==> src/rtl/uart_tx_fifo.sv <==
// UART transmitter fed by a small power-of-two FIFO. Rising edges of `write`
// enqueue a word; frames go out back to back while words remain queued.
module uart_tx_fifo #(
    parameter int CLK_FREQ   = 50000000,
    parameter int BAUD       = 9600,
    parameter int DATA_BITS  = 8,
    parameter int PARITY     = 0,
    parameter int STOP_BITS  = 1,
    parameter int FIFO_DEPTH = 4
) (
    input  logic                          clk_50M,
    input  logic                          reset_n,
    input  logic                          write,
    input  logic [DATA_BITS-1:0]          write_value,
    output logic                          uart_txd,
    output logic                          busy,
    output logic                          full,
    output logic [$clog2(FIFO_DEPTH):0]   fifo_count,
    output logic                          overrun
);

    localparam int DIV = (CLK_FREQ + BAUD / 2) / BAUD;
    localparam int BW  = (DIV > 1) ? $clog2(DIV) : 1;
    localparam int AW  = (FIFO_DEPTH > 1) ? $clog2(FIFO_DEPTH) : 1;
    localparam int CW  = $clog2(FIFO_DEPTH) + 1;

    typedef enum logic [2:0] {
        S_IDLE,
        S_START,
        S_DATA,
        S_PAR,
        S_STOP
    } state_t;

    state_t                 state_q;
    logic [BW-1:0]          baud_q;
    logic [2:0]             bit_q;
    logic [DATA_BITS-1:0]   shift_q;
    logic                   par_q;
    logic                   txd_q;
    logic                   write_q;
    logic                   overrun_q;
    logic                   overrun_d;
    logic [AW-1:0]          wr_ptr_q;
    logic [AW-1:0]          wr_ptr_d;
    logic [AW-1:0]          rd_ptr_q;
    logic [AW-1:0]          rd_ptr_d;
    logic [CW-1:0]          count_q;
    logic [CW-1:0]          count_d;
    logic [DATA_BITS-1:0]   mem [FIFO_DEPTH];

    logic                   baud_last;
    logic                   stop_last;
    logic                   data_last;
    logic                   fifo_empty;
    logic                   fifo_full;
    logic                   enq;
    logic                   push;
    logic                   pop;
    logic [DATA_BITS-1:0]   head;
    logic                   head_par;

    assign baud_last  = (baud_q == BW'(DIV - 1));
    assign stop_last  = (bit_q == 3'(STOP_BITS - 1));
    assign data_last  = (bit_q == 3'(DATA_BITS - 1));
    assign fifo_empty = (count_q == '0);
    assign fifo_full  = (count_q == CW'(FIFO_DEPTH));
    assign enq        = write && !write_q;
    // A pop frees a slot on the same edge, so a full FIFO still accepts then.
    assign pop        = !fifo_empty &&
                        ((state_q == S_IDLE) ||
                         (state_q == S_STOP && baud_last && stop_last));
    assign push       = enq && (!fifo_full || pop);
    assign head       = mem[rd_ptr_q];
    assign head_par   = (PARITY == 1) ? ~(^head) : (^head);

    always_comb begin
        wr_ptr_d  = wr_ptr_q;
        rd_ptr_d  = rd_ptr_q;
        count_d   = count_q;
        overrun_d = enq && fifo_full && !pop;
        if (push) begin
            wr_ptr_d = wr_ptr_q + AW'(1);
        end
        if (pop) begin
            rd_ptr_d = rd_ptr_q + AW'(1);
        end
        if (push && !pop) begin
            count_d = count_q + CW'(1);
        end else if (!push && pop) begin
            count_d = count_q - CW'(1);
        end
    end

    always_ff @(posedge clk_50M or negedge reset_n) begin
        if (!reset_n) begin
            write_q   <= 1'b0;
            wr_ptr_q  <= '0;
            rd_ptr_q  <= '0;
            count_q   <= '0;
            overrun_q <= 1'b0;
        end else begin
            write_q   <= write;
            wr_ptr_q  <= wr_ptr_d;
            rd_ptr_q  <= rd_ptr_d;
            count_q   <= count_d;
            overrun_q <= overrun_d;
        end
    end

    always_ff @(posedge clk_50M) begin
        if (push) begin
            mem[wr_ptr_q] <= write_value;
        end
    end

    always_ff @(posedge clk_50M or negedge reset_n) begin
        if (!reset_n) begin
            state_q <= S_IDLE;
            baud_q  <= '0;
            bit_q   <= '0;
            shift_q <= '0;
            par_q   <= 1'b0;
            txd_q   <= 1'b1;
        end else begin
            case (state_q)
                S_IDLE: begin
                    baud_q <= '0;
                    bit_q  <= '0;
                    txd_q  <= 1'b1;
                    if (pop) begin
                        state_q <= S_START;
                        shift_q <= head;
                        par_q   <= head_par;
                        txd_q   <= 1'b0;
                    end
                end
                S_START: begin
                    if (baud_last) begin
                        baud_q  <= '0;
                        bit_q   <= '0;
                        state_q <= S_DATA;
                        txd_q   <= shift_q[0];
                        shift_q <= shift_q >> 1;
                    end else begin
                        baud_q <= baud_q + BW'(1);
                    end
                end
                S_DATA: begin
                    if (baud_last) begin
                        baud_q <= '0;
                        if (data_last) begin
                            bit_q <= '0;
                            if (PARITY != 0) begin
                                state_q <= S_PAR;
                                txd_q   <= par_q;
                            end else begin
                                state_q <= S_STOP;
                                txd_q   <= 1'b1;
                            end
                        end else begin
                            bit_q   <= bit_q + 3'd1;
                            txd_q   <= shift_q[0];
                            shift_q <= shift_q >> 1;
                        end
                    end else begin
                        baud_q <= baud_q + BW'(1);
                    end
                end
                S_PAR: begin
                    if (baud_last) begin
                        baud_q  <= '0;
                        bit_q   <= '0;
                        state_q <= S_STOP;
                        txd_q   <= 1'b1;
                    end else begin
                        baud_q <= baud_q + BW'(1);
                    end
                end
                S_STOP: begin
                    if (baud_last) begin
                        baud_q <= '0;
                        if (stop_last) begin
                            bit_q <= '0;
                            // Next queued word starts with no idle gap.
                            if (pop) begin
                                state_q <= S_START;
                                shift_q <= head;
                                par_q   <= head_par;
                                txd_q   <= 1'b0;
                            end else begin
                                state_q <= S_IDLE;
                                txd_q   <= 1'b1;
                            end
                        end else begin
                            bit_q <= bit_q + 3'd1;
                        end
                    end else begin
                        baud_q <= baud_q + BW'(1);
                    end
                end
                default: begin
                    state_q <= S_IDLE;
                    txd_q   <= 1'b1;
                end
            endcase
        end
    end

    assign uart_txd   = txd_q;
    assign busy       = (state_q != S_IDLE) || !fifo_empty;
    assign full       = fifo_full;
    assign fifo_count = count_q;
    assign overrun    = overrun_q;

endmodule

==> config.mk <==
export PLATFORM = sky130hd
export DESIGN_NAME = uart_tx_fifo
export DESIGN_NICKNAME = d
export VERILOG_FILES = /design/src/rtl/uart_tx_fifo.sv
export SDC_FILE = /design/constraint.sdc
export NUM_CORES = 1
export LEC_CHECK = 0
export ABC_AREA = 1
export CORE_ASPECT_RATIO = 1.1
export CORE_MARGIN = 2
export CORE_UTILIZATION = 55
export CTS_CLUSTER_DIAMETER = 150
export DETAILED_ROUTE_END_ITERATION = 10
export MAX_ROUTING_LAYER = met4
export PLACE_DENSITY_LB_ADDON = 0.1
export REMOVE_ABC_BUFFERS = 1
export SLEW_MARGIN = 25
export SYNTH_ARGS = -nofsm -noshare
export SYNTH_HDL_FRONTEND = slang
export SYNTH_SLANG_ARGS = --single-unit
==> constraint.sdc <==
create_clock -name clk_50M -period 5.65 [get_ports clk_50M]
set_input_delay 1.4125 -clock clk_50M [delete_from_list [all_inputs] [get_ports clk_50M]]
set_output_delay 1.4125 -clock clk_50M [all_outputs]
set_load 0.02 [all_outputs]
# [Word level (Yosys, flattened, before mapping)]
# Memory sizes are Yosys's and may differ from the RTL's.
# Index checks and enable logic that the tools add are counted.
[totals] regBits=37 ramBits=32 in_bits=11 out_inout_bits=7 word_cells=100 n_memories=1
[classes] n_addsub=6 n_eq_ne=16 n_mux=36 n_reduce_logical=31
[mem_list] memory="mem" depth=4 word_bits=8 rd=1 rd_clocked_by_memory_dff=0 wr=1 line_no="50" rtl="logic [DATA_BITS-1:0] mem [FIFO_DEPTH];"
[op_table] operator="$mux 8" count=6
[op_table] operator="$mux 3" count=14
[op_table] operator="$pmux 8 s4" count=1
[op_table] operator="$pmux 13 s2" count=1
[op_table] operator="$ne 2x2->1 const B" count=8
[op_table] operator="$pmux 3 s5" count=1
[op_table] operator="$add 13x1->13 const B" count=1
[op_table] operator="$eq 13x13->1 const B" count=1
[op_table] operator="$mux 13" count=1
[op_table] operator="$pmux 3 s4" count=1
[op_table] operator="$mux 1" count=10
[op_table] operator="$eq 3x3->1 const B" count=3
[op_table] operator="$logic_and 1x1->1" count=9
[op_table] operator="$logic_not 3->1" count=3
[op_table] operator="$reduce_bool 4->1" count=2
[op_table] operator="$reduce_and 7->1" count=1
[op_table] operator="$add 3x1->3 const B" count=2
[op_table] operator="$eq 3x2->1 const B" count=2
[op_table] operator="$reduce_and 6->1" count=1
[op_table] operator="$logic_not 1->1" count=5
[op_table] operator="$pmux 1 s5" count=1
[op_table] operator="$reduce_and 5->1" count=1
[op_table] operator="$add 2x1->2 const B" count=2
[op_table] operator="$reduce_and 4->1" count=1
[op_table] operator="other kinds (8)" count=11

# [Depth between registers and ports, before layout]
[depth] ltp_word=11 depth_mapped=16 mapped_depth_nobuf=16

# [Least setup slack after synthesis]
# Ideal clock, no wire load.
[synth_timing] path_type="in2reg" from="in write" to="reg count_q[1] (netlist: fifo_count[1])" setup_ns=0.125 arrival_ns=2.635 t_required_ns=5.525 path_slack_ns=2.891 cell_stages=8 path_buffers=0 path_cell_list="inv_1 -> nor2_1 -> nand2_2 -> inv_1 -> ha_1 -> inv_1 -> fa_1 -> mux2_2"
[synth_via] word_cells_on_any_way=7 cone_classes="mux (1); reduce/logical (6)"
[synth_rtl] item="from (decl)" line_no="13" rtl="input logic write,"
[synth_rtl] item="$logic_and 1x1->1" line_no="68" rtl="assign enq = write && !write_q;"
[synth_rtl] item="$logic_and 1x1->1" line_no="73" rtl="assign push = enq && (!fifo_full || pop);"
[synth_rtl] item="named net push" line_no="58" rtl="logic push;"
[synth_rtl] item="$logic_and 1x1->1" line_no="88" rtl="if (push && !pop) begin"
[synth_rtl] item="$mux 3" line_no="88"
[synth_rtl] item="named net count_d[1]" line_no="49" rtl="logic [CW-1:0] count_d;"
[synth_rtl] item="to (signal assigned)" line_no="106" rtl="count_q <= count_d;"
[synth_rtl] item="to (decl)" line_no="48" rtl="logic [CW-1:0] count_q;"
# The timed path passes the listed nets, and every way through them passes these cells.
# A chain may end at the register's enable or synchronous reset.

# [Final worst setup path]
[layout_timing] from="reg state_q[1]" to="out busy"
[layout_via] elab_chain_len=2
[layout_lines] item="from (decl)" line_no="35" rtl="state_t state_q;"
[layout_lines] item="from (signal assigned)" line_no="119" rtl="state_q <= S_IDLE;"
[layout_lines] item="from (signal assigned)" line_no="132" rtl="state_q <= S_START;"
[layout_lines] item="from (signal assigned)" line_no="142" rtl="state_q <= S_DATA;"
[layout_lines] item="$reduce_bool 3->1" line_no="211" rtl="assign busy = (state_q != S_IDLE) || !fifo_empty;"
[layout_lines] item="$logic_or 1x1->1" line_no="211"
[layout_lines] item="to (decl)" line_no="16" rtl="output logic busy,"
# Every way passes these cells.

==> run_results.csv <==
group,metric,value,unit
synth,synth-compound-area-share,0.0866,
setup_path,crit_type,"flop to output pin",
sta,rsz0062_at_grt,"false",
cts,cts-buffers-inserted,9,
drt,drt-pass1-iter-count,4,
floorplan,coreArea,5810,µm²
finish,post-route-util,0.646,
global_routing,grt_pass1_vias,2395,
synth,netlist_area,3320,µm²
finish,drive_gt1_frac,0.108,
setup_path,crit_required,4.24,ns
synth,synth-edff-count,32,
sta,period_share,0.573,
setup_path,timing.rr.start,"baud_q[0]",
floorplan,rows,29,
floorplan,die_area,6680,µm²
sta,slew_violations,0,
finish,final_nets,396,
setup_path,worst_setup_path_start_kind,"flop",
power,ir_worst_vdd,0.237,mV
sta,skew,0.00894,ns
sta,slew_headroom,0.457,
drt,drt_iter0_markers,134,
synth,synthTopCellsByCount,"nand2_1, nor2_1, dfrtp_1",
cts,cts_num_sinks,69,
cts,tritoncts,"yes",
global_routing,grt_use_total,0.210,
setup_path,path_delay_family,"buffers and inverters",
global_routing,grt_max_degree,38,
global_routing,overflow,0,
synth,ys_seq_area_frac,0.568,
synth,synthMostInstantiatedCell,"nand2_1",
cts,clockRootBuffer,"clkbuf_8",
cts,clk_pin_slew,0.08,ns
sta,fin_ws,2.41,ns
synth,yosysWarnings,0,
drt,avgViaCountPerCell,5.23,
cts,ctsHoldBuffers,0,
drt,ant_nets,0,
synth,yosys.area_share.xor_xnor,0.0185,
power,power.leakage,0.00155,µW
drt,drc_errors,0,
place,gp_congestion,0.848,
sta,min_period,3.24,ns
global_routing,grt_pass1_wl,10.4,mm
finish,num_antenna_cells,0,
finish,area_growth,12.8,%
setup_path,path_buf_inv,2,
setup_path,cp_slowest_cell,"clkdlybuf4s50_1",
cts,cts-resized-gates,0,
floorplan,die_w,78.1,µm
place,dp_slack,2.27,ns
setup_path,cp_max_fo,5,
synth,async_reset_ff_frac,0.536,
global_routing,antenna_found_initial,0,
setup_path,path_cells,"nor2_4 -> nand2_1 -> nor2_1 -> inv_1 -> clkdlybuf4s50_1",
sta,fmax,309,MHz
synth,yosys.area_share.simple,0.236,
floorplan,pin_count,18,
synth,synth_area_leaders,"edfxtp_1, dfrtp_1, nand2_1",
synth,synth_top_family_by_area,"simple AND/OR/NAND/NOR gates",
floorplan,start_util,0.572,
cts,clock_path_buffers,2,
floorplan,die_h,85.5,µm
synth,syn_inst,351,
drt,wirelength,6.07,mm
cts,clock_latency,0.35,ns
synth,ys_seq_elements,69,
synth,synth-adder-area-share,0.0399,
sta,finalSetupViolCount,0,
synth,yosys.area.top_type,"edfxtp_1",
setup_path,endpoint_kind,"output pin",
min_path,min_from,"write_q",
run_status,status,"finished, final reports clean",
setup_path,worstPathArrival,1.82,ns
setup_path,crit_start,"state_q[1]",
cts,htreeDepth,3,
power,power,1120,µW
drt,via_count,2389,
synth,synthMuxAreaShare,0.00640,
place,dpl.hpwl,4.41,mm
sta,final_hold_viol_count,0,
min_path,hold_path.class,"flop to flop",
synth,synth.top_cell.area_share,0.289,
sta,worstMarginPinSlew,0.815,ns
drt,wl_per_cell,13.3,µm
synth,avgSynthCellArea,9.46,µm²
job,maxCapViolations,0,
sta,final.setup.tns,0,ns
setup_path,timing.critical_path.slowest_cell_delay,0.53,ns
place,io_buffers,17,
synth,synth_flop_cell,"dfrtp_1",
power,power_density,298,nW/µm²
synth,yosysUniqueCellTypes,33,
cts,post_cts_buffers,0,
-- power by group --
group | switching [µW] | total [µW] | internal (µW)
clock | 197 | 361 | 164
combinational | 90.9 | 157 | 65.7
sequential | 27.9 | 598 | 570
total | 316 | 1120 | 800
-- logic make-up (layout without fill, tap and decap cells) --
kind of cell    Yosys count  count (layout)
compound gates           52              52
buf+inv                  37              66
simple gates            174             174
flops                    69              69
mux                       2               2
fa+ha+maj                10              10
xor+xnor                  7               7
-- per-stage QoR --
| stage | area [µm²] | hold slack, ns | instances |
|---|---|---|---|
| after global routing | 3750 | 0.465 | 457 |
| final | 3750 | 0.442 | 457 |
| after CTS | 3750 | 0.446 | 457 |
| after detailed placement | 3570 | 0.436 | 441 |
| after global placement | 3570 | 0.426 | 441 |
| after floorplan | 3300 | 0.410 | 347 |
-- cell usage in the layout, fill, tap and decap left out, types with 2 or more instances in the layout --
cell type and instances:
xor2_1 6, nand2_2 5, ha_1 9, inv_6 3
clkinv_4 3, a21oi_1 12, o22ai_1 7, nand3_2 2
clkdlybuf4s50_1 16, nor3_1 11, dfrtp_1 36, clkinvlp_4 2
nor2_4 2, inv_1 27, clkbuf_8 9, nand4_1 3
nor2_1 46, nand2_1 80, inv_2 5, o21ai_0 29
edfxtp_1 32, nand2_4 4, nand3_1 19
-- path summary, 6_finish.rpt --
check / endpoint / slack, ns / cells past startpoint
worst max register to register: fifo_count[2] / 3.04 / 16
min in group asynchronous: baud_q[7] / 1.15 / 1
worst max-delay path: busy / 2.41 / 5
worst min register to register: overrun / 0.44 / 1
worst min-delay path: overrun / 0.44 / 1
max in group asynchronous: wr_ptr_q[1] / 3.99 / 1
-- layer usage --
| layer | routed length [µm] | vias up | global-route usage |
|---|---|---|---|
| li1 | - | 1219 | - |
| met1 | 2690 | 1139 | 0.236 |
| met2 | 3120 | 23 | 0.361 |
| met3 | 148 | 8 | 0.0442 |
| met4 | 110 | 0 | 0.0973 |
| met5 | 0 | - | - |
-- area by class of cell --
class	instances	area (µm²)
Tap cell	77	96.3
Timing Repair Buffer	17	165
Clock buffer	9	124
Multi-Input combinational cell	245	1290
Inverter	33	129
Fill cell	489	2060
Sequential cell	69	1890
Clock inverter	7	58.8
-- sequential cells by signal, summed over array words and instances, names as in the netlist --
register / count
uart_txd: 1
wr_ptr_q: 2
write_q: 1
rd_ptr_q: 2
shift_q: 8
state_q: 3
baud_q: 13
bit_q: 3
overrun: 1
mem: 32
fifo_count: 3
-- worst register-to-register path, stage by stage (launching register included) --
cell and delay [ns]:
dfrtp_1 0.40, ha_1 0.22, nand2_1 0.11, nor2_1 0.12
nand3_1 0.14, nand2_2 0.15, nand3_4 0.14, nand2_2 0.13
nand2_2 0.11, inv_1 0.09, ha_1 0.14, inv_1 0.07
fa_1 0.38, nor2_1 0.11, nor2_1 0.04, nand2_1 0.06
xor2_1 0.14
(Power assumes the default switching activity.)
